<file path="config.mk">
export PLATFORM = sky130hd
export DESIGN_NAME = booth_mac_accumulator
export DESIGN_NICKNAME = d
export VERILOG_FILES = /design/src/rtl/mac_pkg.sv /design/src/rtl/mac_sat_add.sv /design/src/rtl/booth_mac_accumulator.sv
export SDC_FILE = /design/constraint.sdc
export NUM_CORES = 1
export LEC_CHECK = 0
export CAP_MARGIN = 10
export CORE_MARGIN = 4
export CORE_UTILIZATION = 25
export CTS_BUF_LIST = sky130_fd_sc_hd__clkbuf_4 sky130_fd_sc_hd__clkbuf_8
export DETAILED_ROUTE_END_ITERATION = 10
export GPL_TIMING_DRIVEN = 0
export SLEW_MARGIN = 20
export SYNTH_ARGS = -nofsm -noshare
export SYNTH_HDL_FRONTEND = slang
export SYNTH_SLANG_ARGS = --single-unit
</file>
<file path="constraint.sdc">
create_clock -name clk -period 3.2 [get_ports clk]
set_clock_uncertainty 0.05 [all_clocks]
set_input_delay 0.64 -clock clk [delete_from_list [all_inputs] [get_ports clk]]
set_output_delay 0.64 -clock clk [all_outputs]
set_load 0.1 [all_outputs]
</file>
<file path="src/rtl/mac_pkg.sv">
// Shared types and constants for the Booth-multiplier MAC accumulator.
// Optional saturation (MAC_SATURATE_EN) uses the limit helpers defined here.
package mac_pkg;

  localparam int PROD_W    = 16;
  localparam int ACC_W_DEF = 24;
  localparam int CNT_W_DEF = 8;

  typedef enum logic [1:0] {
    ST_IDLE  = 2'd0,
    ST_ACCUM = 2'd1,
    ST_HOLD  = 2'd2
  } state_e;

  // Limits are returned in 32 bits; callers keep the low w bits.
  function automatic logic [31:0] sat_min(input int w);
    return 32'hFFFF_FFFF << (w - 1);
  endfunction

  function automatic logic [31:0] sat_max(input int w);
    return ~(32'hFFFF_FFFF << (w - 1));
  endfunction

endpackage

</file>
<file path="src/rtl/mac_sat_add.sv">
// Combinational signed add of accumulator plus sign-extended product with overflow detect.
// With MAC_SATURATE_EN defined the sum clamps on overflow, otherwise it wraps.
module mac_sat_add
  import mac_pkg::*;
#(
  parameter int ACC_W = ACC_W_DEF
) (
  input  logic signed [ACC_W-1:0]  acc_i,
  input  logic signed [PROD_W-1:0] prod_i,
  output logic signed [ACC_W-1:0]  sum_o,
  output logic                     ovf_o
);

  localparam int SUM_W = ACC_W + 1;

`ifdef MAC_SATURATE_EN
  localparam logic [31:0] MAX32 = sat_max(ACC_W);
  localparam logic [31:0] MIN32 = sat_min(ACC_W);
  localparam logic signed [ACC_W-1:0] SAT_MAX = MAX32[ACC_W-1:0];
  localparam logic signed [ACC_W-1:0] SAT_MIN = MIN32[ACC_W-1:0];
`endif

  logic signed [SUM_W-1:0] acc_ext_s;
  logic signed [SUM_W-1:0] prod_ext_s;
  logic signed [SUM_W-1:0] sum_wide_s;

  // Overflow: operands share a sign that the truncated result does not.
  always_comb begin
    acc_ext_s  = SUM_W'(acc_i);
    prod_ext_s = SUM_W'(prod_i);
    sum_wide_s = acc_ext_s + prod_ext_s;
    ovf_o      = (acc_i[ACC_W-1] == prod_i[PROD_W-1]) &&
                 (sum_wide_s[ACC_W-1] != acc_i[ACC_W-1]);
`ifdef MAC_SATURATE_EN
    if (ovf_o) begin
      sum_o = prod_i[PROD_W-1] ? SAT_MIN : SAT_MAX;
    end else begin
      sum_o = sum_wide_s[ACC_W-1:0];
    end
`else
    sum_o = sum_wide_s[ACC_W-1:0];
`endif
  end

endmodule

</file>
<file path="src/rtl/booth_mac_accumulator.sv">
// Sums a job of signed 16-bit products into a wide accumulator with sticky overflow.
// Build option MAC_SATURATE_EN selects clamping instead of wrapping (see mac_sat_add).
module booth_mac_accumulator
  import mac_pkg::*;
#(
  parameter int ACC_W = ACC_W_DEF,
  parameter int CNT_W = CNT_W_DEF
) (
  input  logic              clk,
  input  logic              rst_n,
  input  logic              start_i,
  input  logic [CNT_W-1:0]  len_i,
  input  logic [PROD_W-1:0] prod_i,
  input  logic              prod_valid_i,
  output logic              prod_ready_o,
  output logic [ACC_W-1:0]  acc_o,
  output logic              acc_valid_o,
  input  logic              acc_ready_i,
  output logic              busy_o,
  output logic              ovf_o
);

  state_e                  state_q, state_d;
  logic signed [ACC_W-1:0] acc_q, acc_d, sum_s;
  logic [CNT_W-1:0]        cnt_q, cnt_d;
  logic                    ovf_q, ovf_d;
  logic                    add_ovf_s;
  logic                    beat_s;

  assign beat_s = prod_valid_i && (state_q == ST_ACCUM);

  mac_sat_add #(.ACC_W(ACC_W)) u_add (
    .acc_i  (acc_q),
    .prod_i (prod_i),
    .sum_o  (sum_s),
    .ovf_o  (add_ovf_s)
  );

  always_ff @(posedge clk or negedge rst_n) begin
    if (!rst_n) begin
      state_q <= ST_IDLE;
    end else begin
      state_q <= state_d;
    end
  end

  // start_i only matters in IDLE; an empty job goes straight to HOLD.
  always_comb begin
    state_d = state_q;
    case (state_q)
      ST_IDLE: begin
        if (start_i) begin
          state_d = (len_i == '0) ? ST_HOLD : ST_ACCUM;
        end else begin
          state_d = ST_IDLE;
        end
      end
      ST_ACCUM: begin
        if (beat_s && (cnt_q == CNT_W'(1))) begin
          state_d = ST_HOLD;
        end else begin
          state_d = ST_ACCUM;
        end
      end
      ST_HOLD: begin
        if (acc_ready_i) begin
          state_d = ST_IDLE;
        end else begin
          state_d = ST_HOLD;
        end
      end
      default: state_d = ST_IDLE;
    endcase
  end

  always_comb begin
    acc_d = acc_q;
    cnt_d = cnt_q;
    ovf_d = ovf_q;
    case (state_q)
      ST_IDLE: begin
        if (start_i) begin
          acc_d = '0;
          cnt_d = len_i;
          ovf_d = 1'b0;
        end else begin
          acc_d = acc_q;
        end
      end
      ST_ACCUM: begin
        if (beat_s) begin
          acc_d = sum_s;
          cnt_d = cnt_q - CNT_W'(1);
          ovf_d = ovf_q | add_ovf_s;
        end else begin
          acc_d = acc_q;
        end
      end
      default: begin
        acc_d = acc_q;
      end
    endcase
  end

  always_ff @(posedge clk or negedge rst_n) begin
    if (!rst_n) begin
      acc_q <= '0;
      cnt_q <= '0;
      ovf_q <= 1'b0;
    end else begin
      acc_q <= acc_d;
      cnt_q <= cnt_d;
      ovf_q <= ovf_d;
    end
  end

  always_comb begin
    prod_ready_o = (state_q == ST_ACCUM);
    acc_valid_o  = (state_q == ST_HOLD);
    busy_o       = (state_q != ST_IDLE);
    acc_o        = acc_q;
    ovf_o        = ovf_q;
  end

endmodule

</file>
### Word-level counts from Yosys, hierarchy flattened

Index checks and enable logic that the tools add are counted.

| storage, ports and cells | value |
|---|---|
| register bits after elaboration | 35 |
| input bits | 29 |
| output and inout bits | 28 |
| logic and storage cells | 36 |

| operators by class | value |
|---|---|
| add/subtract/negate cells | 2 |
| equal/unequal tests | 7 |
| muxes and demuxes | 14 |
| bitwise gates (word level) | 1 |
| reduce and logical (&&, ||, !) cells | 8 |

Operator list:

| kind | count |
|---|---|
| two-way mux 24 bit | 2 |
| case mux 24 bit (2 select lines) | 1 |
| adder 24 x 16 -> 24 bit | 1 |
| two-way mux 8 bit | 2 |
| case mux 8 bit (2 select lines) | 1 |
| == test 8 x 1 -> 1 bit, second input constant | 1 |
| logical NOT 8 bit | 1 |
| two-way mux 2 bit | 4 |
| subtractor 8 x 1 -> 8 bit, second input constant | 1 |
| case mux 2 bit (3 select lines) | 1 |
| nonzero test 2 bit | 2 |
| logical AND 1 bit | 3 |
| AND reduction 3 bit | 1 |
| == test 2 x 1 -> 1 bit, second input constant | 1 |
| == test 2 bit, second input constant | 1 |
| logical NOT 2 bit | 1 |
| two-way mux 1 bit | 2 |
| != test 2 x 1 -> 1 bit, second input constant | 1 |
| != test 2 bit, second input constant | 1 |
| case mux 1 bit (2 select lines) | 1 |
| == test 1 bit | 1 |
| != test 1 bit | 1 |
| OR 1 bit | 1 |

### Logic depth before layout (Yosys ltp)

Gate-level depths: netlist of the first run.

| depth | value |
|---|---|
| word-level depth | 6 |
| mapped depth | 9 |
| depth with buffers taken out | 9 |

### By module

Synthesis of the first run repeated with hierarchy kept, for this count alone.

| second synthesis, totals | value |
|---|---|
| cells, all modules | 360 |
| area total of the unflattened synthesis | 2962.8 um2 |

By module, submodules not included:

| module | times used | cells each | area an instance (um2) | sequential area each (um2) |
|---|---|---|---|---|
| booth_mac_accumulator | 1 | 190 | 1709.1 | 875.8 |
| mac_sat_add | 1 | 170 | 1253.7 | 0.0 |

### Least setup slack after synthesis of the first run

OpenSTA, ideal clock, no wires.

| path | value |
|---|---|
| path kind | flip-flop to flip-flop |
| from | register acc_q[0], in the netlist acc_o[0] |
| to | register acc_q[18], in the netlist acc_o[18] |
| setup time | 134 ps |
| arrival time | 2868 ps |
| data required time | 3016 ps |
| setup slack | 149 ps |
| stages on the path, launching flop included | 10 |
| buffers on the path | 0 |
| clock period less this slack | 3051 ps |
| cells stage by stage | dfrtp_1 ha_1 fa_1 a211oi_1 o21bai_1 a2111oi_2 o21bai_1 a41oi_1 xor2_1 o21ai_0 |

| on the way | value |
|---|---|
| longest elaborated chain between the ends | 3 |

Ends and longest elaborated chain:

| what | line | text |
|---|---|---|
| from (decl) | booth_mac_accumulator.sv:24 | `logic signed [ACC_W-1:0] acc_q, acc_d, sum_s;` |
| from (signal assigned) | booth_mac_accumulator.sv:107 | `acc_q <= '0;` |
| from (signal assigned) | booth_mac_accumulator.sv:111 | `acc_q <= acc_d;` |
| adder 24 x 16 -> 24 bit | mac_sat_add.sv:31 | `sum_wide_s = acc_ext_s + prod_ext_s;` |
| two-way mux 24 bit | booth_mac_accumulator.sv:91 | `if (beat_s) begin` |
| case mux 24 bit (2 select lines) | booth_mac_accumulator.sv:80 | `case (state_q)` |

No other way between the ends. The select of a mux whose other input is x is not followed.
A chain may end at the register's enable or synchronous reset.

### Worst setup path in the final report of the first run

| path | value |
|---|---|
| from | input port prod_i[0] |
| to | register acc_q[22], in the netlist acc_o[22] |

| on the way | value |
|---|---|
| longest elaborated chain between the ends | 3 |

Ends and longest elaborated chain:

| what | line | text |
|---|---|---|
| from (decl) | booth_mac_accumulator.sv:13 | `input logic [PROD_W-1:0] prod_i,` |
| adder 24 x 16 -> 24 bit | mac_sat_add.sv:31 |  |
| two-way mux 24 bit | booth_mac_accumulator.sv:91 |  |
| case mux 24 bit (2 select lines) | booth_mac_accumulator.sv:80 |  |

No other way between the ends. The select of a mux whose other input is x is not followed.

==> results.cfg, run 1 <==
[run_status]
outcome = finished, final reports clean

[placed_design]
dp_slack_ns = -0.3982
port_buffers = 56
hpwl_um = 5975
postPlaceCellArea_um2 = 3475
placed_cells = 519
gp_congestion = 0.8680

[finish]
layout-drive-gt1-share_pct = 7.417
fillers = 1141
syn2layout_area_growth_pct = 33.33
final_nets = 445
final_area_um2 = 3628
regArea_um2 = 875.8
final-instance-count-excl-fill = 527
final_cell_mix = clkdlybuf4s50_1 (53), nand2_1 (50), o21ai_0 (36), dfrtp_1 (35)
multi_input_area_um2 = 1810
antenna_cells = 0
final_common_cell = clkdlybuf4s50_1

[timing]
max_slew_margin_pct = 34.20
drv_slew = 0
clock.fmax_mhz = 325.5
setup_ws_ns = 0.1276
finalHoldViolCount = 0
worst_pin_slew_ns = 0.9839
fin_crit_ns = 3.072
rsz0062_at_grt = false
setup_violations = 0
tns_ns = 0
period_share_pct = 96.01

[synth]
postSynthCellCount = 326
syn_nets = 381
synth_warnings = 0
synth_area_per_cell_um2 = 8.348
netlist_top_cells_area = dfrtp_1 (32%), ha_1 (11%), nand2_1 (6.9%)
ys_types = 52
async_flop_share_pct = 100.0
synth_seq_cells = 35
synth_flop_cell = dfrtp_1
synth_largest_area_cell = dfrtp_1
ys_seq_area_share_pct = 32.18
syn_area_um2 = 2721
yosysTopAreaCellShare_pct = 32.18
synth_edf_count = 0

[setup_path]
worstPathCellList = clkdlybuf4s50_1, ha_1, fa_2, a211oi_2, o21bai_2, a2111oi_4, o21bai_2, a41oi_2, xor2_1, o21ai_0
path_buf_inv = 1
crit_path_frequent_cell = o21bai_2
rr_startpoint = acc_o[0]$_DFFE_PN0P_
worst-path-max-fanout = 4
crit_family = compound AO/OA/AOI/OAI gates
start_kind = input port
cp-startpoint = prod_i[0]
cp.required_ns = 3.31
slowest_stage = clkdlybuf4s50_1
arrival_ns = 3.18
crit_type = in2reg
cp-end-kind = flop
max_stage_delay_ns = 0.42

[global_routing]
grt_usage_pct = 12.17
antenna_found_initial = 0
grt_pass1_wl_um = 12830
grt_pass1_vias = 2671
grt_max_degree = 22
globalRoute.totalOverflow = 0

[routing]
drt_iter0_markers = 74
drt-pass1-iter-count = 4
postRouteAntennaNets = 0
via_count = 2611
routed_wl_um = 7490
routed_via_density = 4.954
route.detailed.drc = 0
wl_per_cell_um = 14.21

[flow_run]
cap_violations = 0

[floorplan]
ioPinCount = 57
num_rows = 37
initial_core_util_pct = 26.01
die_h_um = 112.3
die_w_um = 112.3
die-area_um2 = 12620
core_um2 = 10460

[clocking]
cts_tree = built
cts_sinks = 35
clk_pin_slew_ns = 0.08
holdBufCountCts = 0
clockRootBuffer = clkbuf_8
postCtsSetupRepairBufs = 0
htreeDepth = 2
clkLatencyLatePin_ns = 0.30
numCtsBuffers = 5
cts_buffer_depth = 2

[min_path]
hold_path.class = in2async
==> final timing paths <==
path	slack (ns)	to	depth (start not counted)
hold reg to reg	0.42	state_q[0]$_DFF_PN0_	1
setup reg to reg	0.50	acc_o[22]$_DFFE_PN0P_	9
setup / recovery	0.13	acc_o[22]$_DFFE_PN0P_	10
max in group asynchronous	2.44	cnt_q[3]$_DFFE_PN0P_	2
min in group clk	0.42	state_q[0]$_DFF_PN0_	1
hold / removal	0.21	acc_o[11]$_DFFE_PN0P_	1
==> Yosys cell counts (2+ instances only) <==
cell type   n
a211oi_1    3
nor2b_1     2
nand4_1     3
o21bai_1    5
nor3_1      7
xnor2_1     6
a31oi_1     3
a221o_1     3
ha_1       25
or3_4       2
a21oi_1    25
a22oi_1     2
o211ai_1    4
xor2_1     12
o22ai_1     2
a41oi_1     4
nor2_1     23
nand2_1    50
o21a_1      2
nor4_1      3
inv_1      10
mux2i_1     3
and3_1      2
nand3_1     6
and2_1      5
clkbuf_1    8
o21ai_1     2
o31ai_1     3
a21o_1      9
o21ai_0    36
dfrtp_1    35
==> through the flow <==
step	hold slack (ns)	util, %
global placement	0.3934	32.99
floorplan	0.2944	-
global route	0.2354	34.68
CTS	0.2222	34.42
finish	0.2065	34.68
detailed placement	0.4054	33.21
==> layout make-up <==
| cell class | instances | area share, % |
|---|---|---|
| timing repair buffer | 57 | 15.93 |
| tap | 136 | 4.690 |
| inverter | 10 | 1.034 |
| sequential | 35 | 24.14 |
| clock inverter | 2 | 0.9655 |
| buffer | 10 | 1.069 |
| multi-input combinational | 271 | 49.90 |
| clock buffer | 6 | 2.276 |
==> worst register-to-register path, delay by kind of cell, from the launching register on <==
family                   cells  cell delay, ns
flip-flops                   1            0.41
XOR/XNOR                     1            0.17
AO/OA/AOI/OAI                6            1.32
adder cells (fa/ha/maj)      2            0.63
==> registers in the layout, summed over array words and instances (netlist names) <==
register  cells
acc_o        24
cnt_q         8
state_q       2
ovf_o         1
==> repair_timing <==
| item | in CTS | in global routing |
|---|---|---|
| pin swaps | 1 | 1 |
| resized for setup | 4 | 8 |
| endpoints found under the setup margin | 4 | 4 |
==> metal layers <==
layer,GRT usage [%],vias to the layer above,share of wire [%]
met5,0,-,0
li1,-,1325,-
met4,2.163,0,1.1
met3,3.504,10,5.3
met2,20.02,55,46
met1,16.11,1221,48
==> logic make-up after synthesis <==
family	after synthesis	synth area share (%)
and+or+nand+nor	108	18.21
AOI/OAI and AO/OA	115	27.26
xor gates and xnor gates	18	5.793
muxes	4	1.517
buffers and inverters	20	2.804
DFF	35	32.18
adders and majority gates	26	12.23
Power of run 1 is not shown: default switching activity piles up to over one toggle a cycle in this logic, so the estimate is an artifact.
==> run 2: changes to the inputs <==
Settings changed: CTS_BUF_LIST sky130_fd_sc_hd__clkbuf_4 sky130_fd_sc_hd__clkbuf_8 to default, PLACE_DENSITY from default to 0.57.
==> results.cfg, run 2 (synthesized netlist as in run 1, its figures left out) <==
[timing]
rsz0062_at_grt = false
setup_violations = 0
period_share_pct = 95.20
clock.fmax_mhz = 328.3
fin_crit_ns = 3.046
worst_pin_slew_ns = 0.9849
max_slew_margin_pct = 34.14
setup_ws_ns = 0.1537
drv_slew = 0
finalHoldViolCount = 0

[finish]
final_area_um2 = 3598
syn2layout_area_growth_pct = 32.23
largest_reg_flops = 24
final_common_cell = clkdlybuf4s50_1
fillers = 1107
multi_input_area_um2 = 1817
layout-drive-gt1-share_pct = 7.161
final-instance-count-excl-fill = 527
final_nets = 445
final_cell_mix = clkdlybuf4s50_1 (53), nand2_1 (50), o21ai_0 (35), dfrtp_1 (35)
regArea_um2 = 875.8
antenna_cells = 0
final_util_pct = 34.39

[placed_design]
dp_slack_ns = -0.4044
placed_cells = 519
port_buffers = 56
hpwl_um = 5894
gp_congestion = 0.8293
postPlaceCellArea_um2 = 3475

[setup_path]
crit_type = in2reg
cp-end-kind = flop
start_kind = input port
worst-path-max-fanout = 4
slowest_stage = clkdlybuf4s50_1
max_stage_delay_ns = 0.42
worstPathCellList = clkdlybuf4s50_1, ha_1, fa_2, a211oi_2, o21bai_2, a2111oi_4, o21bai_2, a41oi_2, xor2_1, o21ai_0
r2r_cells = 9
arrival_ns = 3.14
crit_path_frequent_cell = o21bai_2
cp.required_ns = 3.30

[floorplan]
die_w_um = 112.3
initial_core_util_pct = 26.01
die_h_um = 112.3
num_rows = 37
ioPinCount = 57
core_um2 = 10460
die-area_um2 = 12620

[global_routing]
antenna_found_initial = 0
grt_pass1_vias = 2611
grt_max_degree = 22
globalRoute.totalOverflow = 0
grt_pass1_wl_um = 12680
grt_usage_pct = 12.14

[routing]
postRouteAntennaNets = 0
via_count = 2637
wl_per_cell_um = 14.34
route.detailed.drc = 0
drt-pass1-iter-count = 4
routed_wl_um = 7556
drt_iter0_markers = 84
routed_via_density = 5.004

[clocking]
numCtsBuffers = 5
postCtsSetupRepairBufs = 0
clockRootBuffer = clkbuf_8
cts_tree = built
clk_pin_slew_ns = 0.08
cts_buffer_depth = 2
holdBufCountCts = 0
cts_sinks = 35
htreeDepth = 2
clkLatencyLatePin_ns = 0.29

[min_path]
hold_path.class = in2async

[flow_run]
cap_violations = 0

[run_status]
outcome = finished, final reports clean
-- run 2: cell types whose count changed in the layout (fill, tap and decap cells not counted) --
cell and change:
a31oi_1 -1, o21ai_1 +1, a31oi_2 +1, clkbuf_1 +2, o21ai_0 -1, clkbuf_8 -1, bufinv_16 -1
-- run 2: final cells by class --
type                            count  area share [%]
Sequential cell                    35           24.34
Buffer                             10           1.078
Clock inverter                      1          0.1391
Tap cell                          136           4.729
Timing Repair Buffer               57           16.06
Inverter                           10           1.043
Clock buffer                        7           2.121
Multi-Input combinational cell    271           50.49
-- run 2: worst max-delay path, delay by kind of cell --
family	cells	cell delay (ns)
AOI/OAI and AO/OA	6	1.27
xor gates and xnor gates	1	0.17
adders and majority gates	2	0.64
buffers and inverters	1	0.42
-- run 2: what timing repair did --
item	in CTS	in global routing
resized for setup	4	10
pin swaps	1	0
setup endpoints to repair	4	6
-- run 2: path summary, 6_finish.rpt --
| check | end | startpoint | slack [ns] |
|---|---|---|---|
| min reg2reg | state_q[0]$_DFF_PN0_ | state_q[1]$_DFF_PN0_ | 0.42 |
| max | acc_o[22]$_DFFE_PN0P_ | prod_i[0] | 0.15 |
| min | acc_o[11]$_DFFE_PN0P_ | rst_n | 0.22 |
| min in group clk | state_q[0]$_DFF_PN0_ | state_q[1]$_DFF_PN0_ | 0.42 |
| max reg2reg | acc_o[22]$_DFFE_PN0P_ | acc_o[0]$_DFFE_PN0P_ | 0.54 |
| max in group asynchronous | cnt_q[3]$_DFFE_PN0P_ | rst_n | 2.42 |
-- run 2: layer usage --
layer / vias to the layer above / global-route usage, % / routed length, um
li1: 1327 / - / -
met1: 1241 / 16.29 / 3526
met2: 61 / 19.86 / 3569
met3: 8 / 2.318 / 389
met4: 0 / 3.606 / 70
met5: - / 0 / 0
-- run 2: metrics by stage --
stage / hold slack, ns / TNS [ns]
global route: 0.2489 / 0
CTS: 0.2260 / 0
global placement: 0.3966 / -1.551
finish: 0.2175 / 0
floorplan: 0.2944 / 0
detailed placement: 0.4121 / -1.479
Power of run 2 is left out for the same reason.
==> run 3: changes to the inputs <==
Clock period 3.2 ns to 2.95 ns, I/O delays scaled along.
==> results.cfg, run 3 (synthesized netlist as in run 1, its figures left out) <==
[routing]
drt_iter0_markers = 91
route.detailed.drc = 0
routed_via_density = 4.964
wl_per_cell_um = 14.58
postRouteAntennaNets = 0
routed_wl_um = 7727
drt-pass1-iter-count = 4
via_count = 2631

[timing]
max_slew_margin_pct = 33.69
drv_slew = 0
rsz0062_at_grt = true
worst_pin_slew_ns = 0.9915
period_share_pct = 95.82
setup_violations = 0
fin_crit_ns = 2.827
finalHoldViolCount = 0
clock.fmax_mhz = 353.8

[placed_design]
postPlaceCellArea_um2 = 3476
gp_congestion = 0.8279
hpwl_um = 5976
port_buffers = 56

[global_routing]
antenna_found_initial = 0
grt_pass1_vias = 2677
grt_max_degree = 22
grt_usage_pct = 12.46
grt_pass1_wl_um = 13030
globalRoute.totalOverflow = 0

[setup_path]
crit_path_frequent_cell = o21bai_2
worst-path-max-fanout = 5
max_stage_delay_ns = 0.42
worstPathCellList = clkdlybuf4s50_1, ha_1, a211oi_2, o21bai_2, a2111oi_4, o21bai_2, a41oi_2, xor2_1, o21ai_0
slowest_stage = clkdlybuf4s50_1
start_kind = input port
cp.required_ns = 3.06
arrival_ns = 2.93
cp-end-kind = flop
crit_type = in2reg

[finish]
largest_reg_flops = 24
layout-drive-gt1-share_pct = 9.645
final_area_um2 = 3664
final_util_pct = 35.02
antenna_cells = 0
final_cell_mix = clkdlybuf4s50_1 (52), nand2_1 (50), o21ai_0 (35), dfrtp_1 (34)
fillers = 1117
final_common_cell = clkdlybuf4s50_1
syn2layout_area_growth_pct = 34.62
final_nets = 448

[floorplan]
initial_core_util_pct = 26.01
ioPinCount = 57
die-area_um2 = 12620
core_um2 = 10460
num_rows = 37
die_h_um = 112.3
die_w_um = 112.3

[clocking]
cts_tree = built
htreeDepth = 2
cts_buffer_depth = 2
clk_pin_slew_ns = 0.08
cts_sinks = 35
clkLatencyLatePin_ns = 0.29
numCtsBuffers = 5
clockRootBuffer = clkbuf_8
holdBufCountCts = 0

[run_status]
outcome = finished, final reports clean

[min_path]
hold_path.class = in2async

[flow_run]
cap_violations = 0
==> run 3: timing repair <==
action | CTS | global route
buffers inserted | 0 | 3
pin swaps | 1 | 7
setup endpoints to repair | 5 | 7
hold endpoints to repair | 0 | 0
resized for setup | 12 | 9
==> run 3: layout make-up <==
type                       count  area [um^2]  share of cell area [%]
clock buffer                   6        72.57                   1.981
tap                          136        170.2                   4.645
buffer                        10        38.79                   1.059
clock inverter                 2        12.51                  0.3415
sequential                    35        877.1                   23.94
timing repair buffer          60        610.6                   16.67
inverter                      10        37.54                   1.025
multi-input combinational    271         1844                   50.34
==> run 3: routing by layer <==
metal,track usage (%),vias to the layer above,share of wire [%]
li1,-,1326,-
met1,16.61,1246,47
met2,20.54,50,47
met3,2.642,9,4.1
met4,3.285,0,1.4
met5,0,-,0
==> run 3: worst paths after layout <==
| kind | startpoint | end | slack (ns) | cells after the start |
|---|---|---|---|---|
| worst max-delay path | prod_i[6] | acc_o[22]$_DFFE_PN0P_ | 0.12 | 9 |
| worst min-delay path | rst_n | acc_o[11]$_DFFE_PN0P_ | 0.17 | 1 |
| worst max register to register | acc_o[0]$_DFFE_PN0P_ | acc_o[22]$_DFFE_PN0P_ | 0.26 | 9 |
| worst min register to register | state_q[1]$_DFF_PN0_ | state_q[0]$_DFF_PN0_ | 0.43 | 1 |
| max in group asynchronous | rst_n | acc_o[0]$_DFFE_PN0P_ | 2.21 | 2 |
| min in group clk | state_q[1]$_DFF_PN0_ | state_q[0]$_DFF_PN0_ | 0.43 | 1 |
==> run 3: critical path, delay by kind of cell <==
family	cells	cell delay (ns)
fa+ha+maj	1	0.39
compound gates	6	1.36
xor+xnor	1	0.18
buf+inv	1	0.42
==> run 3: metrics by stage <==
stage | instances | setup TNS (ns) | setup slack (ns) | hold slack (ns)
finish | 530 | 0 | 0.1233 | 0.1730
global route | 530 | -0.01298 | -0.01298 | 0.1901
CTS | 527 | 0 | 0.001615 | 0.1735
detailed placement | 519 | -3.841 | -0.6072 | 0.4075
global placement | 518 | -3.718 | -0.5963 | 0.3950
floorplan | 326 | 0 | 0.05035 | 0.2444
Power of run 3 is left out for the same reason.
